--- src/rtl/edit_mode_ctrl.sv ---
// edit_mode_ctrl: one-button run/edit controller with N editable fields.
// A long press enters EDIT, short presses step through the fields (the
// press after the last field returns to RUN), and a quiet period ends
// editing on its own. Also produces the flash blanking mask for the
// field being edited.
//
// Handshake note: key_n is a level (already synchronised/debounced) and
// activity is a single-cycle strobe; neither has a ready/valid exchange.
// Every output is a combinational decode of registered state.
module edit_mode_ctrl #(
    parameter int CLK_HZ     = 50_000_000,
    parameter int N_FIELDS   = 3,
    parameter int HOLD_MS    = 1000,
    parameter int TIMEOUT_S  = 10,
    parameter int FLASH_HZ   = 2,
    parameter int FLASH_DUTY = 80,
    localparam int FW        = $clog2(N_FIELDS + 1)
) (
    input  logic                clk,
    input  logic                reset,
    input  logic                key_n,
    input  logic                activity,
    output logic                run_en,
    output logic                editing,
    output logic [FW-1:0]       field,
    output logic [N_FIELDS-1:0] field_sel,
    output logic [N_FIELDS-1:0] blank,
    output logic [1:0]          state_dbg
);

    // 64-bit intermediates: CLK_HZ*HOLD_MS overflows 32 bits at default values.
    localparam longint HOLD_L    = longint'(CLK_HZ) * longint'(HOLD_MS) / 64'd1000;
    localparam longint TIMEOUT_L = longint'(CLK_HZ) * longint'(TIMEOUT_S);
    localparam int     HOLD_CYC    = int'(HOLD_L);
    localparam int     TIMEOUT_CYC = int'(TIMEOUT_L);
    localparam int     FLASH_CYC   = CLK_HZ / FLASH_HZ;
    localparam int     ON_CYC      = int'(longint'(FLASH_CYC) * longint'(FLASH_DUTY) / 64'd100);

    localparam int HOLD_W = (HOLD_CYC > 1)    ? $clog2(HOLD_CYC)    : 1;
    localparam int IDLE_W = (TIMEOUT_CYC > 1) ? $clog2(TIMEOUT_CYC) : 1;
    localparam int PH_W   = (FLASH_CYC > 1)   ? $clog2(FLASH_CYC)   : 1;

    localparam logic [HOLD_W-1:0] HOLD_T = HOLD_W'(HOLD_CYC - 1);
    localparam logic [IDLE_W-1:0] IDLE_T = IDLE_W'(TIMEOUT_CYC - 1);
    localparam logic [PH_W-1:0]   PH_T   = PH_W'(FLASH_CYC - 1);
    // One extra bit so a 100 % duty (ON_CYC == FLASH_CYC) still fits.
    localparam logic [PH_W:0]     ON_V   = (PH_W + 1)'(ON_CYC);
    localparam logic [FW-1:0]     LAST_F = FW'(N_FIELDS);

    typedef enum logic [1:0] {
        RUN  = 2'd0,
        ARM  = 2'd1,
        EDIT = 2'd2
    } state_t;

    state_t            state;
    logic              key_prev;
    logic [HOLD_W-1:0] hold_cnt;
    logic [IDLE_W-1:0] idle_cnt;
    logic [PH_W-1:0]   phase;
    logic              press;
    logic              on;

    assign press     = key_prev & ~key_n;
    assign editing   = (state == EDIT);
    assign run_en    = ~editing;
    assign state_dbg = state;
    assign on        = ({1'b0, phase} < ON_V);
    assign blank     = field_sel & {N_FIELDS{~on}};

    // One-hot decode of the active field; all zero outside EDIT.
    always_comb begin
        field_sel = '0;
        for (int i = 0; i < N_FIELDS; i++) begin
            field_sel[i] = editing && (field == FW'(i + 1));
        end
    end

    // Mode FSM with hold, inactivity and flash-phase counters.
    always_ff @(posedge clk) begin
        if (reset) begin
            state    <= RUN;
            field    <= '0;
            hold_cnt <= '0;
            idle_cnt <= '0;
            phase    <= '0;
            key_prev <= 1'b1;
        end else begin
            key_prev <= key_n;
            case (state)
                RUN: begin
                    if (press) begin
                        state    <= ARM;
                        hold_cnt <= '0;
                    end
                end
                ARM: begin
                    if (key_n) begin
                        state <= RUN;
                    end else if (hold_cnt == HOLD_T) begin
                        state    <= EDIT;
                        field    <= FW'(1);
                        idle_cnt <= '0;
                        phase    <= '0;
                    end else begin
                        hold_cnt <= hold_cnt + 1'b1;
                    end
                end
                EDIT: begin
                    phase <= (phase == PH_T) ? '0 : phase + 1'b1;
                    if (press) begin
                        if (field < LAST_F) begin
                            field    <= field + 1'b1;
                            idle_cnt <= '0;
                            phase    <= '0;
                        end else begin
                            state <= RUN;
                            field <= '0;
                        end
                    end else if (idle_cnt == IDLE_T) begin
                        state <= RUN;
                        field <= '0;
                    end else if (activity) begin
                        // Restart the flash so the field stays visible while adjusted.
                        idle_cnt <= '0;
                        phase    <= '0;
                    end else begin
                        idle_cnt <= idle_cnt + 1'b1;
                    end
                end
                default: begin
                    state <= RUN;
                    field <= '0;
                end
            endcase
        end
    end

endmodule

--- config.mk ---
export PLATFORM = sky130hd
export DESIGN_NAME = edit_mode_ctrl
export DESIGN_NICKNAME = d
export VERILOG_FILES = /design/src/rtl/edit_mode_ctrl.sv
export SDC_FILE = /design/constraint.sdc
export NUM_CORES = 1
export LEC_CHECK = 0
export ABC_AREA = 1
export BUFFER_PORTS_ARGS = -buffer_cell sky130_fd_sc_hd__buf_2
export CORE_AREA = 2 2 108 110
export DETAILED_ROUTE_END_ITERATION = 16
export DIE_AREA = 0 0 110 112
export PLACE_DENSITY = 0.71
export SYNTH_ARGS = -nofsm -noshare
export SYNTH_HDL_FRONTEND = slang
export SYNTH_SLANG_ARGS = --single-unit
--- constraint.sdc ---
create_clock -name clk -period 2.3 [get_ports clk]
set_clock_uncertainty 0.15 [all_clocks]
set_input_delay 0.46 -clock clk [delete_from_list [all_inputs] [get_ports clk]]
set_output_delay 0.46 -clock clk [all_outputs]
set_load 0.01 [all_outputs]
==> results summary <==
STA classifies the critical path startpoint as a flip-flop. The height of the die came out at 112 um. The number of placement rows came out at 39.

Detailed placement finished with a half-perimeter wire length of 12580 um. The number of hold-slack violations in the final timing report came to 0. Entering global routing, the biggest net connects 35 pins. After synthesis the netlist holds a flip-flop and latch count of 85.

The count of antenna diodes in the layout came out at 0. The share of total power dissipated in the clock network is 0.295. The capturing element type of the critical path is an output pin.

The number of global-route vias before repair was 5779. The worst slack at placement is -0.01381 ns. In this run, synthesis inferred 0 flip-flops with an integrated enable.

The leakage power is 2.455 nW. In the global route stage, overall resource usage came out at 0.2831. The count of final max-slew check failures was 0.

The number of antenna violations at the first check in global routing came to 0. For this run, design rule violations remaining after detail routing come to 0. The final antenna-violating net count came out at 0. The fraction of layout cells with a size suffix above 1 came out at 0.1145. The floorplan step defined a core boundary enclosing 0.01117 sq mm. The first global-routing pass estimated 27550 um of wire. The data required time at the worst endpoint is 1.69 ns.

Leaving out fill and tap cells, the most frequent cell in the layout is sky130_fd_sc_hd__nand2_1. The total placed instance area is 0.006480 sq mm. The endpoint arrival time on the critical path came out at 1.68 ns. For the pin with the worst max-slew slack, the measured transition is 0.5211 ns.

The area of all placed cells without fillers is 0.006887 sq mm. The worst slew slack as a fraction of its limit is 0.6502. The number of iterations in the first detailed-routing pass is 6. The maximum vdd drop came out at 593.6 uV. The total internal power is 0.002949 W. The final setup violation count is 0. The critical path in this run is classified as reg2out. The portion of the post-synthesis area used by sequential elements came out at 0.2813. Timing would allow up to 0.4357 GHz. The min-delay analysis places its worst path in the category in2reg. The clock tree from TritonCTS is yes. The via density per instance came out at 5.239.

The quantity of I/O buffers inserted on ports is 15. The run finished with clean final reports. The post-synthesis net count came out at 1054.

The H-tree generated during clock tree synthesis spans 3 levels. TritonCTS created 9 clock buffers. Among all flip-flop cells after synthesis, the most frequent one is sky130_fd_sc_hd__dfxtp_1. The DRC marker count from the first detailed-route iteration came out at 507. The die covers 0.01232 sq mm.

Dividing total power by cell area gives a power density of 731.0 mW/mm^2. The critical-path maximum fanout is 4. The share of total power consumed by net switching is 0.4142. Dividing the final minimum period by the clock period gives 0.9978. Detailed routing inserted a total of 6470 vias. The remaining global-route overflow is 0. The master cell of the clock root buffer is sky130_fd_sc_hd__clkbuf_16. The total negative slack is 0 ns. The initial utilization of the core area, before any placement, comes to 0.5414. Setup repair after global routing could not meet its margin everywhere. The power dissipated by switching net loads came out at 0.002085 W. The count of max-cap constraint violations came out at 0. For this run, the slowest stage of the critical path takes 0.36 ns. The async set or reset register ratio after synthesis came out at 0. The synthesized area per cell came out at 5.811 sq um. The CTS clock-pin slew for the worst setup and hold paths is 0.06 ns. The width of the die came out at 110 um. Relative to the synthesized area, the layout overhead comes to 13.84%. The smallest clock period supported by the final layout is computed as 2.295 ns.

The critical path goes through inv_2 -> nand2_2 -> nor3_4 -> and3_4 -> nand3_2 -> nand3_4 -> nand2_1 -> inv_1 -> buf_2. The insertion delay of the later-clocked pin in the worst-skew pair is 0.36 ns. The fraction of power consumed by combinational cells is 0.396. The cell area that synthesis handed to floorplanning was 0.006050 sq mm. For this run, the number of Yosys warnings is 0. The top-level port count is 16.

The aggregate routed wire length came out at 16870 um. The count of nets after finishing came out at 1100. The clock net sink count came out at 85. Synthesis produced a netlist whose cell count is 1041. The routed wirelength normalized by instance count is 13.66 um. The count of unique library cells instantiated by Yosys is 40. The part of the total power dissipated in sequential elements came out at 0.309.

The cell with the largest stage delay on the worst path is sky130_fd_sc_hd__dfxtp_4. The buffer levels on the longest clock path is 2. The worst setup margin is 0.005076 ns.

The final weighted congestion in routability-driven placement is 0.9512. The top cell types in the final layout, fill and taps aside, are sky130_fd_sc_hd__nand2_1, sky130_fd_sc_hd__nor2_1, sky130_fd_sc_hd__inv_1, sky130_fd_sc_hd__nand3_1, sky130_fd_sc_hd__dfxtp_1.
[power groups by stage]
stage / sequential, W / clock, W / combinational, W
2_1_floorplan: 0.00160 / 0 / 0.00142
3_3_place_gp: 0.00159 / 0 / 0.00192
3_5_place_dp: 0.00159 / 0 / 0.00190
4_1_cts: 0.00156 / 0.00149 / 0.00192
5_1_grt: 0.00156 / 0.00155 / 0.00217
6_report: 0.00155 / 0.00148 / 0.00200
[final cells by class]
cell class,count,area (sq um)
Timing Repair Buffer,62,444.2
Tap cell,143,178.9
Inverter,113,426.7
Clock inverter,6,63.81
Clock buffer,10,229.0
Sequential cell,85,1715
Multi-Input combinational cell,816,3829
Fill cell,1137,4288
[cells by family after synthesis]
logic type / share of synthesized area
flip-flops: 0.2813
buffers and inverters: 0.09804
AND/OR/NAND/NOR: 0.4813
adder cells (fa/ha/maj): 0.01861
XOR/XNOR: 0.03619
AO/OA/AOI/OAI: 0.08459
[worst max-delay path: cells and delay by family (launching register included)]
| kind | cells | cell delay [ns] |
|---|---|---|
| DFF | 1 | 0.36 |
| buffers and inverters | 3 | 0.22 |
| and+or+nand+nor | 6 | 0.74 |
[layer usage]
metal,GRT usage,part of all wire,up-vias
met5,0,0,-
li1,-,-,3384
met2,0.4327,0.44,169
met3,0.03454,0.059,23
met4,0.09873,0.019,0
met1,0.4077,0.48,2894
[path summary, 6_finish.rpt]
path / start / endpoint / slack, ns / cells past startpoint
max: phase[23] / blank[2] / 0.005 / 9
min: key_n / key_prev / 0.23 / 3
max reg2reg: state_dbg[0] / phase[5] / 0.14 / 8
min reg2reg: idle_cnt[25] / idle_cnt[25] / 0.34 / 2
[synth_stat cells (3+ instances only)]
| cell type | instances | area [sq um] |
|---|---|---|
| sky130_fd_sc_hd__dfxtp_1 | 85 | 1702 |
| sky130_fd_sc_hd__xor2_1 | 19 | 166.4 |
| sky130_fd_sc_hd__nand2_1 | 339 | 1272 |
| sky130_fd_sc_hd__or2_2 | 4 | 25.02 |
| sky130_fd_sc_hd__xnor2_1 | 6 | 52.55 |
| sky130_fd_sc_hd__o21ai_0 | 21 | 105.1 |
| sky130_fd_sc_hd__nand3_1 | 80 | 400.4 |
| sky130_fd_sc_hd__nand2_2 | 7 | 43.79 |
| sky130_fd_sc_hd__nor3_1 | 29 | 145.1 |
| sky130_fd_sc_hd__nor2_2 | 3 | 18.77 |
| sky130_fd_sc_hd__o21bai_1 | 4 | 30.03 |
| sky130_fd_sc_hd__inv_1 | 110 | 412.9 |
| sky130_fd_sc_hd__ha_1 | 9 | 112.6 |
| sky130_fd_sc_hd__nand4_1 | 21 | 131.4 |
| sky130_fd_sc_hd__clkbuf_1 | 13 | 48.80 |
| sky130_fd_sc_hd__a21oi_1 | 64 | 320.3 |
| sky130_fd_sc_hd__nor2_1 | 187 | 701.9 |
| sky130_fd_sc_hd__nor4_1 | 3 | 18.77 |
| sky130_fd_sc_hd__buf_2 | 4 | 20.02 |
| sky130_fd_sc_hd__buf_6 | 8 | 90.09 |
[registers in the layout, indices dropped and copies added, names as in the netlist]
name and cells:
field 2, phase 25, idle_cnt 29, hold_cnt 26, key_prev 1, state_dbg 2
[through the flow]
stage,cells,util,power (W),hold slack (ns)
floorplan,1041,-,0.003022,0.3020
global placement,1216,0.5799,0.003501,0.3257
detailed placement,1216,0.5799,0.003492,0.3350
CTS,1232,0.6080,0.004966,0.2256
global route,1235,0.6163,0.005278,0.2593
finish,1235,0.6163,0.005034,0.2341
[what timing repair did]
item	CTS	global route
pin swaps	2	7
endpoints found under the setup margin	3	33
setup buffers	0	3
gates resized for setup	7	23
hold endpoints to repair	0	0
hold buffers	0	0
(Power assumes the default switching activity.)
